## config.mk

```make
export PLATFORM = sky130hd
export DESIGN_NAME = ex_div
export DESIGN_NICKNAME = d
export VERILOG_FILES = /design/src/rtl/ex_div_pkg.sv /design/src/rtl/ex_div.sv
export SDC_FILE = /design/constraint.sdc
export NUM_CORES = 1
export LEC_CHECK = 0
export ABC_AREA = 0
export BUFFER_PORTS_ARGS = -buffer_cell sky130_fd_sc_hd__buf_2
export CELL_PAD_IN_SITES_DETAIL_PLACEMENT = 1
export CELL_PAD_IN_SITES_GLOBAL_PLACEMENT = 2
export CORE_MARGIN = 10
export CORE_UTILIZATION = 38
export CTS_BUF_LIST = sky130_fd_sc_hd__clkbuf_4 sky130_fd_sc_hd__clkbuf_8 sky130_fd_sc_hd__clkbuf_16
export CTS_CLUSTER_DIAMETER = 120
export DETAILED_ROUTE_END_ITERATION = 6
export PLACE_DENSITY_LB_ADDON = 0.1
export REMOVE_ABC_BUFFERS = 1
export SLEW_MARGIN = 20
export SYNTH_ARGS = -nofsm -noshare
export SYNTH_HDL_FRONTEND = slang
export SYNTH_SLANG_ARGS = --single-unit
```

## constraint.sdc

```tcl
create_clock -name clk -period 11.6 [get_ports clk]
set_input_delay 0 -clock clk [delete_from_list [all_inputs] [get_ports clk]]
set_output_delay 0 -clock clk [all_outputs]
set_load 0.005 [all_outputs]
```

## src/rtl/ex_div_pkg.sv

```systemverilog
// rtl/ex_div_pkg.sv - shared state encodings and handshake levels for the execute-stage divider
package ex_div_pkg;

    typedef enum logic [1:0] {
        DivFree   = 2'b00,
        DivByZero = 2'b01,
        DivOn     = 2'b10,
        DivEnd    = 2'b11
    } div_state_e;

    localparam logic DivResultReady    = 1'b1;
    localparam logic DivResultNotReady = 1'b0;
    localparam logic DivStart          = 1'b1;
    localparam logic DivStop           = 1'b0;

endpackage

```

## src/rtl/ex_div.sv

```systemverilog
// rtl/ex_div.sv - multi-cycle restoring signed/unsigned divider, one quotient bit per clock
module ex_div
    import ex_div_pkg::*;
#(
    parameter int WIDTH = 32
) (
    input  logic                 clk,
    input  logic                 rst,
    input  logic                 signed_div_i,
    input  logic [WIDTH-1:0]     opdata1_i,
    input  logic [WIDTH-1:0]     opdata2_i,
    input  logic                 start_i,
    input  logic                 annul_i,
    output logic [2*WIDTH-1:0]   result_o,
    output logic                 ready_o
);

    // Counter must reach WIDTH without wrapping.
    localparam int CNT_W = $clog2(WIDTH + 1);
    localparam logic [CNT_W-1:0] CNT_LAST = CNT_W'(WIDTH);

    div_state_e           state_q, state_d;
    logic [CNT_W-1:0]     cnt_q, cnt_d;
    // {partial remainder (WIDTH+1), dividend bits out / quotient bits in (WIDTH)}
    logic [2*WIDTH:0]     work_q, work_d;
    logic [WIDTH-1:0]     divisor_q, divisor_d;
    logic                 sgn_q, sgn_d;
    logic                 neg1_q, neg1_d;
    logic                 neg2_q, neg2_d;
    logic [2*WIDTH-1:0]   result_q, result_d;
    logic                 ready_q, ready_d;

    logic [WIDTH-1:0]     op1_abs;
    logic [WIDTH-1:0]     op2_abs;
    logic [WIDTH+1:0]     trial_diff;
    logic [WIDTH:0]       rem_shifted;
    logic [WIDTH-1:0]     quo_raw;
    logic [WIDTH-1:0]     rem_raw;
    logic [WIDTH-1:0]     quo_fix;
    logic [WIDTH-1:0]     rem_fix;

    // Magnitudes only differ from the raw operands for negative signed inputs.
    assign op1_abs = (signed_div_i && opdata1_i[WIDTH-1]) ? -opdata1_i : opdata1_i;
    assign op2_abs = (signed_div_i && opdata2_i[WIDTH-1]) ? -opdata2_i : opdata2_i;

    // Partial remainder shifted left with the next dividend bit brought in.
    assign rem_shifted = {work_q[2*WIDTH-1:WIDTH], work_q[WIDTH-1]};

    // One extra bit of headroom so the sign of the trial difference is always exact.
    assign trial_diff = {work_q[2*WIDTH:WIDTH], work_q[WIDTH-1]} - {2'b00, divisor_q};

    assign quo_raw = work_q[WIDTH-1:0];
    assign rem_raw = work_q[2*WIDTH-1:WIDTH];

    // Quotient negated when operand signs differ; remainder follows the dividend's sign.
    assign quo_fix = (sgn_q && (neg1_q ^ neg2_q)) ? -quo_raw : quo_raw;
    assign rem_fix = (sgn_q && neg1_q) ? -rem_raw : rem_raw;

    // State, datapath and registered outputs; reset clears everything at once.
    always_ff @(posedge clk or posedge rst) begin
        if (rst) begin
            state_q   <= DivFree;
            cnt_q     <= '0;
            work_q    <= '0;
            divisor_q <= '0;
            sgn_q     <= 1'b0;
            neg1_q    <= 1'b0;
            neg2_q    <= 1'b0;
            result_q  <= '0;
            ready_q   <= DivResultNotReady;
        end else begin
            state_q   <= state_d;
            cnt_q     <= cnt_d;
            work_q    <= work_d;
            divisor_q <= divisor_d;
            sgn_q     <= sgn_d;
            neg1_q    <= neg1_d;
            neg2_q    <= neg2_d;
            result_q  <= result_d;
            ready_q   <= ready_d;
        end
    end

    // Next-state and datapath updates for accept, shift-subtract, finish and release.
    always_comb begin
        state_d   = state_q;
        cnt_d     = cnt_q;
        work_d    = work_q;
        divisor_d = divisor_q;
        sgn_d     = sgn_q;
        neg1_d    = neg1_q;
        neg2_d    = neg2_q;
        result_d  = result_q;
        ready_d   = ready_q;

        case (state_q)
            DivFree: begin
                if (start_i == DivStart && !annul_i) begin
                    sgn_d  = signed_div_i;
                    neg1_d = opdata1_i[WIDTH-1];
                    neg2_d = opdata2_i[WIDTH-1];
                    if (opdata2_i == '0) begin
                        state_d = DivByZero;
                    end else begin
                        state_d   = DivOn;
                        cnt_d     = '0;
                        work_d    = {{(WIDTH+1){1'b0}}, op1_abs};
                        divisor_d = op2_abs;
                    end
                end
            end

            DivByZero: begin
                if (annul_i) begin
                    state_d = DivFree;
                end else begin
                    state_d  = DivEnd;
                    result_d = '0;
                    ready_d  = DivResultReady;
                end
            end

            DivOn: begin
                if (annul_i) begin
                    state_d = DivFree;
                end else if (cnt_q != CNT_LAST) begin
                    if (!trial_diff[WIDTH+1]) begin
                        work_d = {trial_diff[WIDTH:0], work_q[WIDTH-2:0], 1'b1};
                    end else begin
                        work_d = {rem_shifted, work_q[WIDTH-2:0], 1'b0};
                    end
                    cnt_d = cnt_q + CNT_W'(1);
                end else begin
                    state_d  = DivEnd;
                    result_d = {rem_fix, quo_fix};
                    ready_d  = DivResultReady;
                end
            end

            DivEnd: begin
                // Annul is ignored here; only dropping start releases the result.
                if (start_i == DivStop) begin
                    state_d  = DivFree;
                    result_d = '0;
                    ready_d  = DivResultNotReady;
                end
            end

            default: begin
                state_d = DivFree;
            end
        endcase
    end

    assign result_o = result_q;
    assign ready_o  = ready_q;

endmodule

```

==> out/qor.csv <==
stage,metric,value,unit
run_status,status,completed,
route,ant_nets,0,
route,route.final.wire_length,36.6,mm
worst_setup_path,crit_buf_inv,3,
worst_setup_path,crit_fanout,79,
sta,whs,0.00680,ns
power,p_sw,1.74,mW
route,first_pass_iters,4,
layout,multi_input_area,0.00665,sq mm
synth,yosysSeqAreaShare,37.8,%
clocking,cts-buffers-inserted,17,
placed_design,dp_hpwl,26.9,mm
clocking,clkLatencyLatePin,0.45,ns
grt,grt_max_degree,80,
synth,synth_async_sr_flop_share,100,%
synth,syn_area,0.0114,sq mm
worst_setup_path,rrSetupSlack,7.38,ns
placed_design,dp_slack,7.42,ns
route,vias,10400,
synth,yosysWarningCount,0,
power,swShare,48.7,%
sta,relSlewSlack,37.7,%
clocking,clk_pin_slew,0.07,ns
route,drt_iter0_drc,444,
layout,final_common_cell,nand2_1,
layout,drive_gt1_share,12.8,%
worst_setup_path,cp.depth,11,
sta,finalSetupViolCount,0,
power,peakVddDrop,0.000132,V
layout,stdcell_count,1917,
worst_setup_path,end_kind,register,
layout,nFillCells,3573,
grt,globalRouteTotalUtil,19.2,%
placed_design,numPortBuffers,133,
worst_setup_path,crit_arrival,4.59,ns
synth,ys_types,59,
clocking,post_cts_buffers,0,
sta,finalClockSkew,0.0161,ns
sta,setup_tns,0,ns
grt,grt_pass1_wl,59.5,mm
worst_setup_path,cp_slowest_stage_delay,0.71,ns
floorplanning,top_level_ports,134,
power,power_frac_comb,55.8,%
clocking,tritoncts,built,
sta,finalCritPeriodShare,36.5,%
floorplanning,dieArea,0.0375,sq mm
worst_hold_path,min-delay-path-class,input port to register,
power,clockPowerShare,17.0,%
sta,tightest_slew,0.925,ns
worst_setup_path,slowest_stage,nor4_1,
layout,seq_area,0.00433,sq mm
power,power.density,266,mW/mm^2
worst_setup_path,r2r-start,work_q[52]$_DFFE_PP0P_,
floorplanning,std_cell_rows,63,
worst_setup_path,critPathKind,input port to register,
worst_setup_path,critPathMostFrequentCell,nor4_1,
sta,rsz0062_at_grt,no,
power,power_frac_seq,27.2,%
clocking,clock_sinks,173,
grt,first_global_vias,10900,
synth,syn_inst,1383,
worst_setup_path,worstSetupStartpointType,input port,
synth,synth_edf_count,0,
sta,slew_viol_final,0,
sta,hold_violations,0,
clocking,cts.htree.levels,4,
layout,postLayoutCoreUtil,45.3,%
worst_setup_path,rr_worst_depth,11,
layout,areaGrowthSynthToFinish,17.5,%
power,power_leakage,6.13,nW
synth,synthFlopType,dfrtp_1,
route,avgViaCountPerCell,5.42,
route,wl_per_cell,19.1,microns
worst_setup_path,cp-endpoint,work_q[31]$_DFFE_PP0P_,
sta,period_minus_slack,4.23,ns
floorplanning,die_x,194,microns
power,p_int,1.83,mW
floorplanning,coreArea,0.0296,sq mm
worst_setup_path,crit_path_start,opdata2_i[2],
worst_setup_path,cp.required,11.97,ns
synth,ys_ff_latch,173,
worst_setup_path,cp_top_family,simple AND/OR/NAND/NOR gates,
synth,syn_area_per_cell,8.27,sq um
clocking,root_buffer,clkbuf_16,
floorplanning,start_util,38.6,%
floorplanning,fp.dieH,194,microns
worst_setup_path,cp_cell_sequence,"dlygate4sd3_1, buf_2, or3_1, nor4_1, nand3_1, nor4_1, o21ai_1, nand3_2, buf_4, a211oi_1, a21oi_1",
grt,antenna_found_initial,0,
clocking,cts_buffer_depth,2,
layout,finalNetCount,1627,
worst_setup_path,r2r_end,work_q[49]$_DFFE_PP0P_,
placed_design,placed_cells,1846,
grt,overflow,0,
route,drc,0,
sta,fmax,236,MHz
layout,final_cell_mix,"198 x nand2_1, 186 x o21ai_0, 173 x dfrtp_1",
layout,antenna_cells,0,
flow_run,max_cap_violations,0,
placed_design,routabilityCongestion,0.857,
sta,worst_slack,7.37,ns
==> tightest hold or removal path: cells and delay by family <==
family	cells	cell delay, ns
AOI/OAI and AO/OA	3	0.23
buffers and inverters	1	0.12
and+or+nand+nor	1	0.05
==> logic make-up after synthesis <==
| family | count (synthesis) | synth area share [%] |
|---|---|---|
| DFF | 173 | 37.8 |
| xor gates and xnor gates | 144 | 11.0 |
| muxes | 38 | 3.37 |
| adders and majority gates | 44 | 4.88 |
| buffers and inverters | 132 | 4.37 |
| AOI/OAI and AO/OA | 418 | 21.3 |
| and+or+nand+nor | 434 | 17.2 |
==> cells in the mapped netlist (3+ instances only) <==
cell type	number	area (sq um)
nor3_1	23	115
ha_1	43	538
nor2_1	96	360
o21ai_0	186	931
o211ai_1	5	37.5
nand3b_1	5	37.5
mux2_2	4	45.0
clkbuf_1	58	218
nor2b_1	3	18.8
a31oi_1	6	37.5
or3_1	16	100
dfrtp_1	173	4330
a211oi_1	6	45.0
buf_2	4	20.0
a2bb2oi_1	3	26.3
or4_4	3	33.8
nand2b_1	9	56.3
nand4_1	9	56.3
inv_1	63	236
a211o_1	3	26.3
xnor2_1	64	561
o41ai_1	11	96.3
o22ai_1	4	25.0
xor2_1	80	701
and2_1	4	25.0
o31ai_1	31	233
o21ai_1	4	20.0
o21bai_1	3	22.5
nand2_1	198	743
a21o_1	10	75.1
nand3_1	25	125
a2111oi_0	4	35.0
and3_1	6	37.5
nor4_1	19	119
buf_1	7	26.3
or4_1	11	82.6
a21oi_1	114	571
o21a_1	10	75.1
mux2i_1	34	340
==> registers in the layout, summed over array words and instances (netlist names) <==
signal     cells
work_q        65
ready_o        1
sgn_q          1
divisor_q     32
neg1_q         1
neg2_q         1
cnt_q          6
result_o      64
state_q        2
==> metrics by stage <==
stage	cell area, sq um	total power [mW]
6_report	13400	3.57
5_1_grt	13400	3.88
4_1_cts	13400	3.60
3_5_place_dp	12400	2.97
3_3_place_gp	12400	2.94
2_1_floorplan	11200	2.38
==> layout make-up <==
| class | instances | share of cell area, % |
|---|---|---|
| well taps | 390 | 3.63 |
| clock inverters | 14 | 1.24 |
| inverters | 63 | 1.80 |
| repair buffers | 181 | 8.37 |
| flip-flops and latches | 173 | 32.2 |
| multi-input cells | 1078 | 49.5 |
| clock buffers | 18 | 3.27 |
==> per-layer routing <==
layer / GRT usage, % / routed length (microns) / vias to the layer above / share of wire [%]
met5: 0 / 0 / - / 0
met4: 5.04 / 554 / 0 / 1.5
met3: 2.77 / 991 / 28 / 2.7
met2: 31.5 / 17100 / 122 / 47
li1: - / - / 5113 / -
met1: 25.9 / 17900 / 5136 / 49
==> power groups by stage <==
stage                     logic [mW]  registers (mW)  clock network (mW)
after floorplan                 1.47           0.916                   0
after global placement          1.96           0.980                   0
after detailed placement        1.98           0.984                   0
after CTS                       2.01           0.974               0.618
after global routing            2.24            1.00               0.648
final                           1.99           0.971               0.609
==> what timing repair did <==
action                    CTS  global route
hold endpoints to repair  108             0
hold buffers               38             0
resized for setup           0             0
==> worst min path at each step <==
| stage | end | startpoint | slack (ns) | cells past startpoint |
|---|---|---|---|---|
| final | work_q[1]$_DFFE_PP0P_ | opdata1_i[1] | 0.007 | 5 |
| after global placement | result_o[30]$_DFFE_PP0P_ | rst | 0.19 | 2 |
| after floorplan | divisor_q[31]$_DFFE_PP0P_ | opdata2_i[31] | 0.13 | 2 |
| after CTS | work_q[28]$_DFFE_PP0P_ | opdata1_i[28] | 0.002 | 4 |
| after detailed placement | result_o[30]$_DFFE_PP0P_ | rst | 0.20 | 2 |
| after global routing | work_q[8]$_DFFE_PP0P_ | opdata1_i[8] | 0.04 | 5 |
(Power assumes the default switching activity.)
